<file path="config.mk">
export PLATFORM = sky130hd
export DESIGN_NAME = muldiv_unit_flat
export DESIGN_NICKNAME = d
export VERILOG_FILES = /design/src/rtl/muldiv_unit_if.sv /design/src/rtl/muldiv_unit.sv /design/src/flat_wrapper.sv
export SDC_FILE = /design/constraint.sdc
export NUM_CORES = 1
export LEC_CHECK = 0
export ABC_CLOCK_PERIOD_IN_PS = 3520
export CORE_MARGIN = 5
export CORE_UTILIZATION = 55
export CTS_BUF_LIST = sky130_fd_sc_hd__clkbuf_16
export DETAILED_ROUTE_END_ITERATION = 10
export PLACE_DENSITY_LB_ADDON = 0.1
export SLEW_MARGIN = 10
export SYNTH_ARGS = -nofsm -noshare
export SYNTH_HDL_FRONTEND = slang
export SYNTH_SLANG_ARGS = --single-unit
export TNS_END_PERCENT = 30
</file>
<file path="constraint.sdc">
create_clock -name clk -period 3.52 [get_ports clk]
set_input_delay 0.704 -clock clk [delete_from_list [all_inputs] [get_ports clk]]
set_output_delay 0.704 -clock clk [all_outputs]
set_load 0.01 [all_outputs]
</file>
<file path="src/rtl/muldiv_unit_if.sv">
// muldiv_unit_if: start/kill request, operands and result handshake of the multiply/divide unit
interface muldiv_unit_if #(parameter int WIDTH = 32);
  logic start;
  logic kill;
  logic [2:0] funct3;
  logic [WIDTH-1:0] a;
  logic [WIDTH-1:0] b;
  logic ready;
  logic done;
  logic [WIDTH-1:0] result;
  modport master(output start, kill, funct3, a, b, input ready, done, result);
  modport slave(input start, kill, funct3, a, b, output ready, done, result);
endinterface

</file>
<file path="src/rtl/muldiv_unit.sv">
// muldiv_unit: iterative RV32M multiply/divide unit (shift-add multiply, restoring divide)
module muldiv_unit #(parameter int WIDTH = 32) (
  input logic clk,
  input logic rst_n,
  muldiv_unit_if.slave bus
);
  localparam int CW = $clog2(WIDTH);
  localparam logic [WIDTH-1:0] MIN = {1'b1, {(WIDTH-1){1'b0}}};
  typedef enum logic [1:0] {IDLE, CALC, FINISH} state_t;
  state_t state;
  logic [CW-1:0] cnt;
  logic [2:0] op;
  logic [WIDTH-1:0] m, res, a, b, ma, mb, q_fix, r_fix, res_n;
  logic [2*WIDTH-1:0] p, prod, mul_next, div_next;
  logic [WIDTH:0] mul_sum, rem_sh, diff;
  logic neg1, neg2, done_q, is_div, sa, sb, dz, ov, bypass;
  assign a = bus.a;
  assign b = bus.b;
  assign is_div = bus.funct3[2];
  assign sa = a[WIDTH-1] & (is_div ? ~bus.funct3[0] : (bus.funct3[1:0] == 2'b01 || bus.funct3[1:0] == 2'b10));
  assign sb = b[WIDTH-1] & (is_div ? ~bus.funct3[0] : bus.funct3[1:0] == 2'b01);
  assign ma = sa ? -a : a;
  assign mb = sb ? -b : b;
  assign dz = is_div && b == '0;
  assign ov = is_div && !bus.funct3[0] && a == MIN && b == '1;
  assign bypass = dz | ov;
  // p holds {high, low}: product accumulator for multiply, {remainder, quotient} for divide
  assign mul_sum = {1'b0, p[2*WIDTH-1:WIDTH]} + (p[0] ? {1'b0, m} : '0);
  assign mul_next = {mul_sum, p[WIDTH-1:1]};
  assign rem_sh = {p[2*WIDTH-1:WIDTH], p[WIDTH-1]};
  assign diff = rem_sh - {1'b0, m};
  assign div_next = diff[WIDTH] ? {rem_sh[WIDTH-1:0], p[WIDTH-2:0], 1'b0} : {diff[WIDTH-1:0], p[WIDTH-2:0], 1'b1};
  assign prod = neg1 ? -p : p;
  assign q_fix = neg1 ? -p[WIDTH-1:0] : p[WIDTH-1:0];
  assign r_fix = neg2 ? -p[2*WIDTH-1:WIDTH] : p[2*WIDTH-1:WIDTH];
  assign res_n = op[2] ? (op[1] ? r_fix : q_fix) : (op[1:0] == 2'b00 ? prod[WIDTH-1:0] : prod[2*WIDTH-1:WIDTH]);
  assign bus.ready = state == IDLE;
  assign bus.done = done_q;
  assign bus.result = res;
  always_ff @(posedge clk) begin
    if (!rst_n) begin
      state <= IDLE;
      cnt <= '0;
      op <= '0;
      m <= '0;
      p <= '0;
      neg1 <= 1'b0;
      neg2 <= 1'b0;
      res <= '0;
      done_q <= 1'b0;
    end else if (bus.kill) begin
      state <= IDLE;
      done_q <= 1'b0;
    end else begin
      done_q <= 1'b0;
      if (state == IDLE) begin
        if (bus.start) begin
          op <= bus.funct3;
          cnt <= '0;
          m <= is_div ? mb : ma;
          neg1 <= (sa ^ sb) & ~bypass;
          neg2 <= is_div & sa & ~bypass;
          // special cases preload p so FINISH yields the architected value with no sign fix
          p <= dz ? {a, {WIDTH{1'b1}}} : ov ? {{WIDTH{1'b0}}, a} : {{WIDTH{1'b0}}, is_div ? ma : mb};
          state <= bypass ? FINISH : CALC;
        end
      end else if (state == CALC) begin
        p <= op[2] ? div_next : mul_next;
        cnt <= cnt + 1'b1;
        if (cnt == CW'(WIDTH-1)) state <= FINISH;
      end else begin
        res <= res_n;
        done_q <= 1'b1;
        state <= IDLE;
      end
    end
  end
endmodule

</file>
<file path="src/flat_wrapper.sv">
// flat-port wrapper written by rule: the top's interface ports become plain ports
module muldiv_unit_flat 
#(parameter int WIDTH = 32)
  (clk, rst_n, bus_start, bus_kill, bus_funct3, bus_a, bus_b, bus_ready, bus_done, bus_result);
  muldiv_unit_if #(.WIDTH(WIDTH)) bus_i ();
  input logic clk;
  input logic rst_n;
  input wire logic [$bits(bus_i.start)-1:0] bus_start;
  input wire logic [$bits(bus_i.kill)-1:0] bus_kill;
  input wire logic [$bits(bus_i.funct3)-1:0] bus_funct3;
  input wire logic [$bits(bus_i.a)-1:0] bus_a;
  input wire logic [$bits(bus_i.b)-1:0] bus_b;
  output wire logic [$bits(bus_i.ready)-1:0] bus_ready;
  output wire logic [$bits(bus_i.done)-1:0] bus_done;
  output wire logic [$bits(bus_i.result)-1:0] bus_result;
  assign bus_i.start = bus_start;
  assign bus_i.kill = bus_kill;
  assign bus_i.funct3 = bus_funct3;
  assign bus_i.a = bus_a;
  assign bus_i.b = bus_b;
  assign bus_ready = bus_i.ready;
  assign bus_done = bus_i.done;
  assign bus_result = bus_i.result;
  muldiv_unit #(.WIDTH(WIDTH)) u_core (.clk(clk), .rst_n(rst_n), .bus(bus_i));
endmodule
</file>
=== After elaboration in Yosys (flattened, before gate mapping) ===
Cells that the tools add are included.

* Register bits: 141
* Word-level logic and storage cells: 83

* Add/subtract/negate cells: 8
* Equality and inequality tests: 8
* Mux-type cells: 29
* Bitwise operators: 13
* Reductions and logical operators: 16

{| class="wikitable"
|+ Operators by type and width
! kind !! count
|-
| $mux 64 || 7
|-
| $mux 32 || 11
|-
| $neg 32->32 || 4
|-
| $eq 32x32->1 const B || 2
|-
| $neg 64->64 || 1
|-
| $add 32x33->33 || 1
|-
| $sub 33x32->33 || 1
|-
| $logic_not 32->1 || 1
|-
| $mux 5 || 3
|-
| $mux 2 || 5
|-
| $reduce_and 3->1 || 3
|-
| $not 1->1 || 6
|-
| $add 5x1->5 const B || 1
|-
| $and 1x1->1 || 5
|-
| $eq 5x5->1 const B || 1
|-
| $eq 2x1->1 const B || 2
|-
| $logic_and 1x1->1 || 4
|-
| $logic_not 2->1 || 2
|-
| $mux 1 || 3
|-
| $ne 3x3->1 const B || 1
|-
| $reduce_or 3->1 || 1
|-
| $eq 2x2->1 const B || 1
|-
| $ne 2x2->1 const B || 1
|-
| $reduce_and 2->1 || 1
|-
| 6 further kinds || 6
|}

=== Logic depth before layout (Yosys ltp) ===
* Depth after elaboration: 10
* Mapped depth: 15

=== Least setup slack after synthesis ===
OpenSTA, ideal clock, no wires.

* Kind: input to register
* From: in bus_b[10]
* To: reg u_core.p[27]
* Setup time: 0.065 ns
* Data arrival time: 3.247 ns
* Required time: 3.455 ns
* Setup slack: 0.207 ns
* Cell stages on the path: 10
* Path buffers: 1
* Cell sequence: or4_4 -> or4_1 -> buf_2 -> nor4_1 -> a21oi_1 -> xnor2_1 -> mux2_2 -> nor3b_1 -> a221oi_1 -> nor2_1

* Longest elaborated chain between the ends: 7

{| class="wikitable"
|+ Ends and longest elaborated chain
! what !! RTL line !! RTL
|-
| start, declared || flat_wrapper.sv:12 || <nowiki>input wire logic [$bits(bus_i.b)-1:0] bus_b;</nowiki>
|-
| $neg 32->32 || muldiv_unit.sv:23 || <nowiki>assign mb = sb ? -b : b;</nowiki>
|-
| $mux 32 || muldiv_unit.sv:23 ||
|-
| $mux 32 (2 in series) || muldiv_unit.sv:64 || <nowiki>p <= dz ? {a, {WIDTH{1'b1}}} : ov ? {{WIDTH{1'b0}}, a} : {{WIDTH{1'b0}}, is_div ? ma : mb};</nowiki>
|-
| $mux 64 * || muldiv_unit.sv:64 ||
|-
| $mux 64 * || muldiv_unit.sv:57 || <nowiki>if (bus.start) begin</nowiki>
|-
| $mux 64 * || muldiv_unit.sv:56 || <nowiki>if (state == IDLE) begin</nowiki>
|-
| end signal, assigned || muldiv_unit.sv:64 ||
|-
| end signal, assigned || muldiv_unit.sv:68 || <nowiki>p <= op[2] ? div_next : mul_next;</nowiki>
|-
| end, declared || muldiv_unit.sv:14 || <nowiki>logic [2*WIDTH-1:0] p, prod, mul_next, div_next;</nowiki>
|}

Every way passes the cells marked *; elsewhere a longest branch is shown, timed or not. The select of a mux whose other input is x is not followed.
A chain may end at the register's enable or synchronous reset.

=== Worst setup path after layout ===
* From: reg u_core.p[31]
* To: reg u_core.p[38]

* Longest elaborated chain between the ends: 5

{| class="wikitable"
|+ Ends and longest elaborated chain
! what !! RTL line !! RTL
|-
| $sub 33x32->33 || muldiv_unit.sv:31 || <nowiki>assign diff = rem_sh - {1'b0, m};</nowiki>
|-
| $mux 64 || muldiv_unit.sv:32 || <nowiki>assign div_next = diff[WIDTH] ? {rem_sh[WIDTH-1:0], p[WIDTH-2:0], 1'b0} : {diff[WIDTH-1:0], p[WIDTH-2:0], 1'b1 ...</nowiki>
|-
| $mux 64 || muldiv_unit.sv:68 ||
|-
| $mux 64 || muldiv_unit.sv:67 || <nowiki>end else if (state == CALC) begin</nowiki>
|-
| $mux 64 || muldiv_unit.sv:56 ||
|}

Every way passes these cells. The select of a mux whose other input is x is not followed.

==> flow_summary.yaml <==
synthesis:
  synth-seq-cells: 141
  synthCells: 2112
  asyncSetResetFlopFracSynth: 0
  synth_edf_count: 0
  synthesis.nets: 2257
  yosys-top-cells-area: "dfxtp_1 (19%), xnor2_1 (7.0%), a21oi_1 (6.6%)"
  yosysWarningCount: 0
  synthDominantCellAreaShare: 0.190
  avgSynthCellArea_sq_um: 7.02
  ys_types: 83
  synth_seq_area_share: 0.190
  syn_area_sq_um: 14800
  synth_largest_area_cell: "dfxtp_1"
  synthFlopType: "dfxtp_1"
timing:
  rsz0062_at_grt: "true"
  post-route-min-period_ps: 3470
  skew_ps: 13.8
  setup_viol: 0
  relSlewSlack: 0.399
  finalCritPeriodShare: 0.987
  worstMarginPinSlew_ps: 900
  hold_viol: 0
  drv_slew: 0
  max_freq_ghz: 0.288
cells_and_area:
  drive_above_1_share: 0.144
  seqCellArea_sq_um: 2830
  fin_util: 0.680
  multi_input_area_sq_um: 11200
  syn2layout_area_growth_pct: 22.6
  fin_cells: 2670
  n_fill_cell: 2371
  fin_nets: 2460
routing:
  drt_iter0_markers: 2187
  wl_per_cell_um: 23.2
  drc: 0
  vias_per_cell: 6.66
  firstDrtPassIters: 8
  drt_wl_total_mm: 61.9
  num_vias: 17775
  antenna_left: 0
floorplanning:
  die_h_um: 174
  design.core.area_sq_um: 26700
  die_w_um: 174
  initial_core_util: 0.554
  rows: 60
  fp.dieArea_sq_um: 30300
  io_pins: 105
clock_network:
  cts_tree: "built"
  numCtsBuffers: 17
  ctsHoldBuffers: 0
  cts-root-buf: "clkbuf_16"
  cts.path.max_buffers: 2
  cts_sinks: 141
  clk_pin_slew_ps: 70
  clock_latency_ps: 450
  htreeDepth: 4
global_route:
  grt-ovfl-total: 0
  globalRouteTotalUtil: 0.388
  grt_pass1_vias: 16273
  grt_max_degree: 67
  antenna_found_initial: 3
  grt_pass1_wl_mm: 93.2
power_and_ir_drop:
  p_clk_frac: 0.312
  switching_share: 0.391
  power_frac_comb: 0.389
  switchingPower_uw: 2290
  power_density_nw_per_um2: 323
  leakagePower_uw: 0.00740
  vdd_drop_max_mv: 0.209
  p_int_uw: 3570
  pwr-share-seq: 0.299
worst_setup_path:
  crit_required_ps: 3860
  worstSetupEndpointType: "flip-flop"
  crit_fanout: 5
  worstSetupPathType: "flip-flop to flip-flop"
  arrival_ps: 3810
  critPathLaunchType: "flip-flop"
  crit-reg2reg-launch: "u_core.p[31]"
  crit_start: "u_core.p[31]"
placement:
  port_buffers: 104
  globalplace.congestion: 1.07
  placed_cells: 2633
  hpwl_mm: 48.4
status:
  outcome: "complete, no violations"
min_path:
  hold_start: "u_core.bus.result[4]"
  hold_path_class: "flip-flop to flip-flop"
flow_run:
  drv_cap: 0
power groups by stage:
stage / Sequential, uW / Clock, uW / Combinational (uW)
floorplan: 1740 / 0 / 1360
global placement: 1780 / 0 / 2130
CTS: 1750 / 1820 / 2170
global route: 1760 / 1890 / 2430
detailed placement: 1780 / 0 / 2150
finish: 1750 / 1830 / 2280
flip-flops by register name, summed over array words and instances (netlist names):
name / cells
u_core.bus.done: 1
u_core.bus.result: 32
u_core.cnt: 5
u_core.m: 32
u_core.neg1: 1
u_core.neg2: 1
u_core.op: 3
u_core.p: 64
u_core.state: 2
critical path, stage by stage, from the launching register on:
cell and delay [ps]:
dfxtp_2 340, inv_2 70, ha_2 200, fa_1 400
nand2b_4 160, a21o_1 220, a311oi_2 200, buf_4 190
o211ai_4 110, a211o_1 270, o211ai_1 80, buf_4 180
buf_2 220, buf_4 190, mux2i_1 220, nor3_1 70
a221o_1 250
path summary, 6_finish.rpt:
path	end	slack, ps	depth (start not counted)
worst min register to register	u_core.bus.result[4]	440	2
worst min-delay path	u_core.bus.result[4]	440	2
worst max register to register	u_core.p[38]	50	16
worst max-delay path	u_core.p[38]	50	16
kinds of logic (layout without fill, tap and decap cells):
kind of cell,after synthesis,in the layout,share of synthesized area
compound gates,685,685,0.294
xor+xnor,192,192,0.113
fa+ha+maj,74,74,0.0635
buf+inv,230,446,0.0605
flops,141,141,0.190
mux,71,71,0.0491
other cells,0,1,0
simple gates,719,719,0.229
layer usage:
layer / part of all wire / global-route usage / routed length (um) / vias to the layer above
met5: 0.00029 / 0 / 18 / -
met4: 0.062 / 0.199 / 3820 / 2
met3: 0.12 / 0.0968 / 7240 / 263
met2: 0.43 / 0.594 / 26500 / 1203
met1: 0.39 / 0.507 / 24400 / 8259
li1: - / - / - / 8048
per-stage QoR:
step | setup WS (ps) | hold slack, ps | instance area, sq um | setup TNS, ps | total power (uW)
6_report | 47.2 | 438 | 18200 | 0 | 5860
5_1_grt | -31.2 | 456 | 18200 | -55.8 | 6070
4_1_cts | 8.49 | 440 | 18100 | 0 | 5740
3_5_place_dp | -316 | 430 | 17500 | -14300 | 3930
3_3_place_gp | -290 | 426 | 17500 | -10400 | 3910
2_1_floorplan | 207 | 432 | 14800 | 0 | 3100
layout by cell type (no fill, tap or decap), drive strengths merged, types with 8 or more instances in the layout:
cell type / synthesis / routed
buf: 33 / 238
mux2i: 58 / 58
a21oi: 194 / 194
mux2: 13 / 13
nand4: 18 / 18
o21a: 15 / 15
a211oi: 34 / 34
nor3: 50 / 50
o21ai: 179 / 179
a221o: 11 / 11
o211ai: 29 / 29
nand3: 44 / 44
clkbuf: 124 / 17
o31ai: 41 / 41
nand2b: 18 / 18
nor4: 16 / 16
ha: 72 / 72
xnor2: 118 / 118
nor2: 207 / 207
clkdlybuf4s50: 0 / 103
o41ai: 18 / 18
a31oi: 22 / 22
or4: 22 / 22
o221ai: 21 / 21
and2: 16 / 16
xor2: 74 / 74
or2: 10 / 10
inv: 71 / 76
a221oi: 15 / 15
dfxtp: 141 / 141
and3: 15 / 15
clkinv: 2 / 9
nor2b: 8 / 8
a21o: 33 / 33
a22oi: 12 / 12
or3: 31 / 31
nand2: 246 / 246
cell type report:
type | instances | area share
flip-flops and latches | 141 | 0.156
inverters | 73 | 0.0151
clock buffers | 17 | 0.0234
well taps | 341 | 0.0235
diodes | 1 | 0.000138
clock inverters | 15 | 0.00764
repair buffers | 341 | 0.157
multi-input cells | 1741 | 0.617
timing repair:
action | CTS | global route
resized for setup | 3 | 24
pin swaps | 0 | 8
cloned | 0 | 1
setup endpoints to repair | 14 | 40
buffers inserted | 0 | 3
Yosys cell counts (11+ instances only):
| cell | instances |
|---|---|
| buf_1 | 15 |
| ha_1 | 72 |
| nor4_1 | 13 |
| nand2b_1 | 18 |
| mux2_2 | 13 |
| clkbuf_1 | 124 |
| xor2_1 | 74 |
| o21ai_0 | 168 |
| nor2_1 | 205 |
| a31oi_1 | 22 |
| or4_1 | 21 |
| or3_1 | 31 |
| o211ai_1 | 28 |
| a221oi_1 | 15 |
| o41ai_1 | 18 |
| dfxtp_1 | 141 |
| o221ai_1 | 21 |
| a21oi_1 | 194 |
| inv_1 | 71 |
| a221o_1 | 11 |
| xnor2_1 | 118 |
| a211oi_1 | 34 |
| o21a_1 | 15 |
| a22oi_1 | 12 |
| nand2_1 | 245 |
| o31ai_1 | 41 |
| mux2i_1 | 58 |
| and3_1 | 15 |
| a21o_1 | 33 |
| buf_2 | 14 |
| nor3_1 | 48 |
| nand3_1 | 44 |
| nand4_1 | 17 |
| and2_1 | 15 |
Power figures use the tool's default switching activity.
